===== config.mk =====
export PLATFORM = sky130hd
export DESIGN_NAME = mac_mgnt_sched
export DESIGN_NICKNAME = d
export VERILOG_FILES = /design/src/rtl/mac_mgnt_sched.sv
export SDC_FILE = /design/constraint.sdc
export NUM_CORES = 1
export LEC_CHECK = 0
export ABC_AREA = 1
export BUFFER_PORTS_ARGS = -buffer_cell sky130_fd_sc_hd__buf_2
export CAP_MARGIN = 20
export CORE_MARGIN = 2
export CORE_UTILIZATION = 56
export DETAILED_ROUTE_END_ITERATION = 6
export PLACE_DENSITY = 0.83
export RECOVER_POWER = 50
export SLEW_MARGIN = 20
export SYNTH_ARGS = -nofsm -noshare
export SYNTH_HDL_FRONTEND = slang
export SYNTH_SLANG_ARGS = --single-unit
export TNS_END_PERCENT = 5

===== constraint.sdc =====
create_clock -name clk_if -period 3 [get_ports clk_if]
set_clock_uncertainty 0.15 [all_clocks]
set_input_delay 0.6 -clock clk_if [delete_from_list [all_inputs] [get_ports clk_if]]
set_output_delay 0.6 -clock clk_if [all_outputs]
set_load 0.03 [all_outputs]

===== src/rtl/mac_mgnt_sched.sv =====
// mac_mgnt_sched: routes one host management transaction at a time to a MAC port (or all ports),
// assembles the 4-byte read reply, and bounds every transaction with a write gap or read timeout.
module mac_mgnt_sched #(
  parameter int NPORT  = 8,
  parameter int PW     = 4,
  parameter int WR_GAP = 4,
  parameter int TO_CYC = 64
) (
  input  logic                 clk_if,
  input  logic                 rst_if_n,
  input  logic                 host_req_valid,
  output logic                 host_req_ready,
  input  logic                 host_req_wr,
  input  logic [PW-1:0]        host_req_port,
  input  logic [7:0]           host_req_addr,
  output logic                 host_resp_valid,
  output logic [31:0]          host_resp_data,
  output logic                 host_resp_err,
  output logic [NPORT-1:0]     port_req_valid,
  output logic                 port_req_wr,
  output logic [7:0]           port_req_addr,
  input  logic [NPORT-1:0]     port_resp_valid,
  input  logic [8*NPORT-1:0]   port_resp_data
);
  typedef enum logic [2:0] {IDLE, CHECK, ISSUE, WAIT_WR, WAIT_RD, COLLECT, DRAIN, RESP} state_t;
  localparam logic [PW-1:0] NP  = PW'(NPORT);
  localparam logic [7:0]    GAP = 8'(WR_GAP);
  localparam logic [7:0]    TO  = 8'(TO_CYC);
  state_t state, state_n;
  logic wr, err_n, sel_v, bcast, timeout;
  logic [PW-1:0] port;
  logic [7:0] addr, cnt, sel_b;
  logic [1:0] bcnt;
  logic [31:0] sh;
  logic [NPORT-1:0] mask;
  assign bcast   = port == '1;
  assign timeout = cnt >= TO;
  always_comb begin
    sel_v = 1'b0;
    sel_b = '0;
    mask  = '0;
    for (int k = 0; k < NPORT; k++) begin
      mask[k] = bcast || port == PW'(k);
      if (port == PW'(k)) begin
        sel_v = port_resp_valid[k];
        sel_b = port_resp_data[8*k +: 8];
      end
    end
  end
  always_comb begin
    state_n = state;
    err_n   = 1'b0;
    case (state)
      IDLE:    state_n = host_req_valid ? CHECK : IDLE;
      CHECK: begin
        err_n   = !(port < NP || (bcast && wr));
        state_n = err_n ? RESP : ISSUE;
      end
      ISSUE:   state_n = wr ? WAIT_WR : WAIT_RD;
      WAIT_WR: state_n = cnt >= GAP ? RESP : WAIT_WR;
      WAIT_RD: begin
        err_n   = timeout;
        state_n = timeout ? RESP : sel_v ? COLLECT : WAIT_RD;
      end
      COLLECT: begin
        err_n   = !sel_v;
        state_n = !sel_v ? RESP : bcnt == 2'd3 ? DRAIN : COLLECT;
      end
      DRAIN: begin
        err_n   = sel_v && timeout;
        state_n = (!sel_v || timeout) ? RESP : DRAIN;
      end
      default: state_n = IDLE;
    endcase
  end
  always_ff @(posedge clk_if or negedge rst_if_n) begin
    if (!rst_if_n) begin
      state           <= IDLE;
      host_req_ready  <= 1'b1;
      host_resp_valid <= 1'b0;
      host_resp_data  <= '0;
      host_resp_err   <= 1'b0;
      port_req_valid  <= '0;
      port_req_wr     <= 1'b0;
      port_req_addr   <= '0;
      wr              <= 1'b0;
      port            <= '0;
      addr            <= '0;
      cnt             <= '0;
      bcnt            <= '0;
      sh              <= '0;
    end else begin
      state           <= state_n;
      host_req_ready  <= state_n == IDLE;
      host_resp_valid <= state_n == RESP;
      host_resp_err   <= err_n;
      host_resp_data  <= (state == DRAIN && state_n == RESP && !err_n) ? sh : '0;
      port_req_valid  <= state_n == ISSUE ? mask : '0;
      if (state == IDLE && host_req_valid) begin
        wr   <= host_req_wr;
        port <= host_req_port;
        addr <= host_req_addr;
      end
      if (state_n == ISSUE) begin
        port_req_wr   <= wr;
        port_req_addr <= addr;
      end
      // counter zero in the ISSUE cycle so both write gap and timeout are measured from issue
      cnt <= state_n == ISSUE ? '0 : cnt + {7'd0, cnt != 8'hFF};
      if ((state == WAIT_RD || state == COLLECT) && sel_v) begin
        sh   <= {sh[23:0], sel_b};
        bcnt <= state == WAIT_RD ? 2'd1 : bcnt + 2'd1;
      end
    end
  end
endmodule


==> flow_summary.ini <==
[outcome]
status = finished, violations left
violations = max-capacitance violations, max-slew violations

[worst_hold_path]
min_path_type = primary input to flop

[finish]
syn_to_final_growth_pct = 19.85
drive_gt1_frac = 0.2559
final_common_cell = buf_2
layout_common_cells = 126 x buf_2, 114 x nand2_1, 109 x dfrtp_1, 59 x inv_1, 43 x o21ai_0
register_area_um2 = 2754
num_antenna_cells = 0
stdcell_area_um2 = 5841
multi_input_area_um2 = 1785
fill_cells = 701
fin_nets = 766

[clock_network]
cts_setup_buffers = 0
clk_pin_slew_ps = 120
cts.sinks = 110
cts_made_buffers = 9
holdBufCountCts = 0
clock_path_buffers = 2
cts.htree.levels = 3
cts_resized = 0
clk_latency_ps = 370
clockRootBuffer = clkbuf_8
tritoncts = built

[setup_path]
cp_slowest_cell = dfrtp_1
crit_path_max_incr_delay_ps = 570
setup.worst_path.class = flop to flop
cp_top_family = simple AND/OR/NAND/NOR gates
crit_buf_inv = 2
crit_path_frequent_cell = nand2_1
required_ps = 3160
path_cells = nand2_1, inv_1, nand2_1, o21ai_1, o21ai_0, nor3_1, nand2_1, inv_1, nand3_2, nor2_4, nand2_1, nand2_1
startpoint_type = flop
end_kind = flop
worstPathMaxFanout = 17
cp_data_arrival_time_ps = 2810

[placed_design]
gp_congestion = 0.8994
dp.final_hpwl_mm = 7.862
place_area_um2 = 5692
io_buffers = 139

[global_route]
antenna_found_initial = 0
grt-ovfl-total = 0
use_met2 = 0.3654
track_usage = 0.2359
use_met1 = 0.3397
met3_usage = 0.05396
busiest_layer = met2
grt_max_degree = 75
grt_pass1_vias = 3935
grt_pass1_wl_mm = 18.22

[detailed_routing]
routedWlPerCell_um = 13.67
first_iter_violations = 178
via_count = 4151
drtPass1Iterations = 5
viasPerCell = 5.268
drc = 0
ant_nets = 0
wirelength_mm = 10.77

[logic_synthesis]
yosysWarnings = 0
async_flop_share = 1.000
syn_nets = 627
ys_ff_latch = 110
synth_edf_count = 0
synth.yosys.seq_area_share = 0.5651
syn_inst = 536
synth_cell_types = 37
synth_flop_cell = dfrtp_1
syn_area_um2 = 4873
avgSynthCellArea_um2 = 9.092

[sta]
period_minus_slack_ps = 2647
rsz0062_at_grt = false
setup_tns_ps = 0
max_slew.worst_pin.slew_ps = 1876
period_share = 0.8823
final-hold-violation-count = 0
slew_viol_final = 38
setup_viol = 0
max_slew_margin = -0.2504
fmax_mhz = 377.8

[power]
ir_worst_vdd_mv = 0.6017
powerDensity_nw_per_um2 = 956.2
leakage_nw = 3.034

[die]
die_h_um = 97.29
num_io_pins = 140
dieArea_um2 = 9464
die_w_um = 97.29
start_util = 0.5671
row_count = 34
core_area_um2 = 8593

[flow_run]
cap_violations = 1
==> report_power, final <==
| group | switching (mW) | total, mW | leakage [nW] | internal (mW) |
|---|---|---|---|---|
| sequential | 0.277 | 2.24 | 1.44 | 1.96 |
| combinational | 1.73 | 2.52 | 1.50 | 0.784 |
| clock | 0.514 | 0.832 | 0.0929 | 0.318 |
==> cells in the mapped netlist (4+ instances only) <==
cell type | n | area, um2
a21oi_1 | 15 | 75.07
buf_2 | 7 | 35.03
clkbuf_1 | 11 | 41.29
dfrtp_1 | 109 | 2728
inv_1 | 59 | 221.5
mux2_2 | 9 | 101.4
nand2_1 | 113 | 424.2
nand2_2 | 4 | 25.02
nand3_1 | 37 | 185.2
nand4_1 | 12 | 75.07
nor2_1 | 30 | 112.6
nor3_1 | 37 | 185.2
nor3b_1 | 9 | 67.56
o21ai_0 | 43 | 215.2
o21bai_1 | 9 | 67.56
==> metrics by stage <==
step | std cells | utilization | total power [mW] | hold WS, ps | setup WS (ps)
floorplan | 536 | - | 4.139 | 154.4 | 964.8
global placement | 772 | 0.6623 | 4.690 | 303.4 | 566.2
detailed placement | 772 | 0.6623 | 4.787 | 315.9 | 434.4
CTS | 788 | 0.6836 | 5.616 | 34.50 | 406.0
global route | 788 | 0.6797 | 6.034 | 283.9 | 117.5
finish | 788 | 0.6797 | 5.585 | 295.4 | 353.1
==> flip-flops by register name (all words and copies together), names as in the netlist <==
register / flops
wr: 1
cnt: 8
port: 4
host_req_ready: 1
host_resp_err: 1
addr: 8
state: 3
host_resp_valid: 1
sh: 32
host_resp_data: 32
port_req_addr: 8
port_req_wr: 1
bcnt: 2
port_req_valid: 8
==> worst paths after layout <==
| check | from | end | slack (ps) | cells past startpoint |
|---|---|---|---|---|
| max | port[1] | port_req_addr[2] | 350 | 12 |
| min | host_req_addr[7] | addr[7] | 300 | 2 |
| max reg2reg | port[1] | port_req_addr[2] | 350 | 12 |
| min reg2reg | sh[27] | sh[27] | 340 | 2 |
| max in group asynchronous | rst_if_n | sh[5] | 700 | 2 |
| min in group asynchronous | rst_if_n | host_resp_data[16] | 590 | 1 |
==> logic make-up after synthesis <==
family,Yosys count,synth area share
compound gates,71,0.07959
xor+xnor,4,0.007190
fa+ha+maj,3,0.007703
buf+inv,83,0.06803
flops,110,0.5651
mux,10,0.02285
simple gates,255,0.2496
==> per-layer routing <==
metal  vias up  share of wire
li1       2027              -
met1      1931           0.44
met2       182           0.47
met3        11          0.080
met4         0          0.012
met5         -              0
==> cell type report <==
class | instances | area share
clock buffer | 10 | 0.02185
clock inverter | 6 | 0.009426
inverter | 63 | 0.04049
multi-input combinational | 343 | 0.3057
sequential | 110 | 0.4715
tap | 108 | 0.02314
timing repair buffer | 148 | 0.1279
No activity file was read; power rests on OpenSTA's default activity.
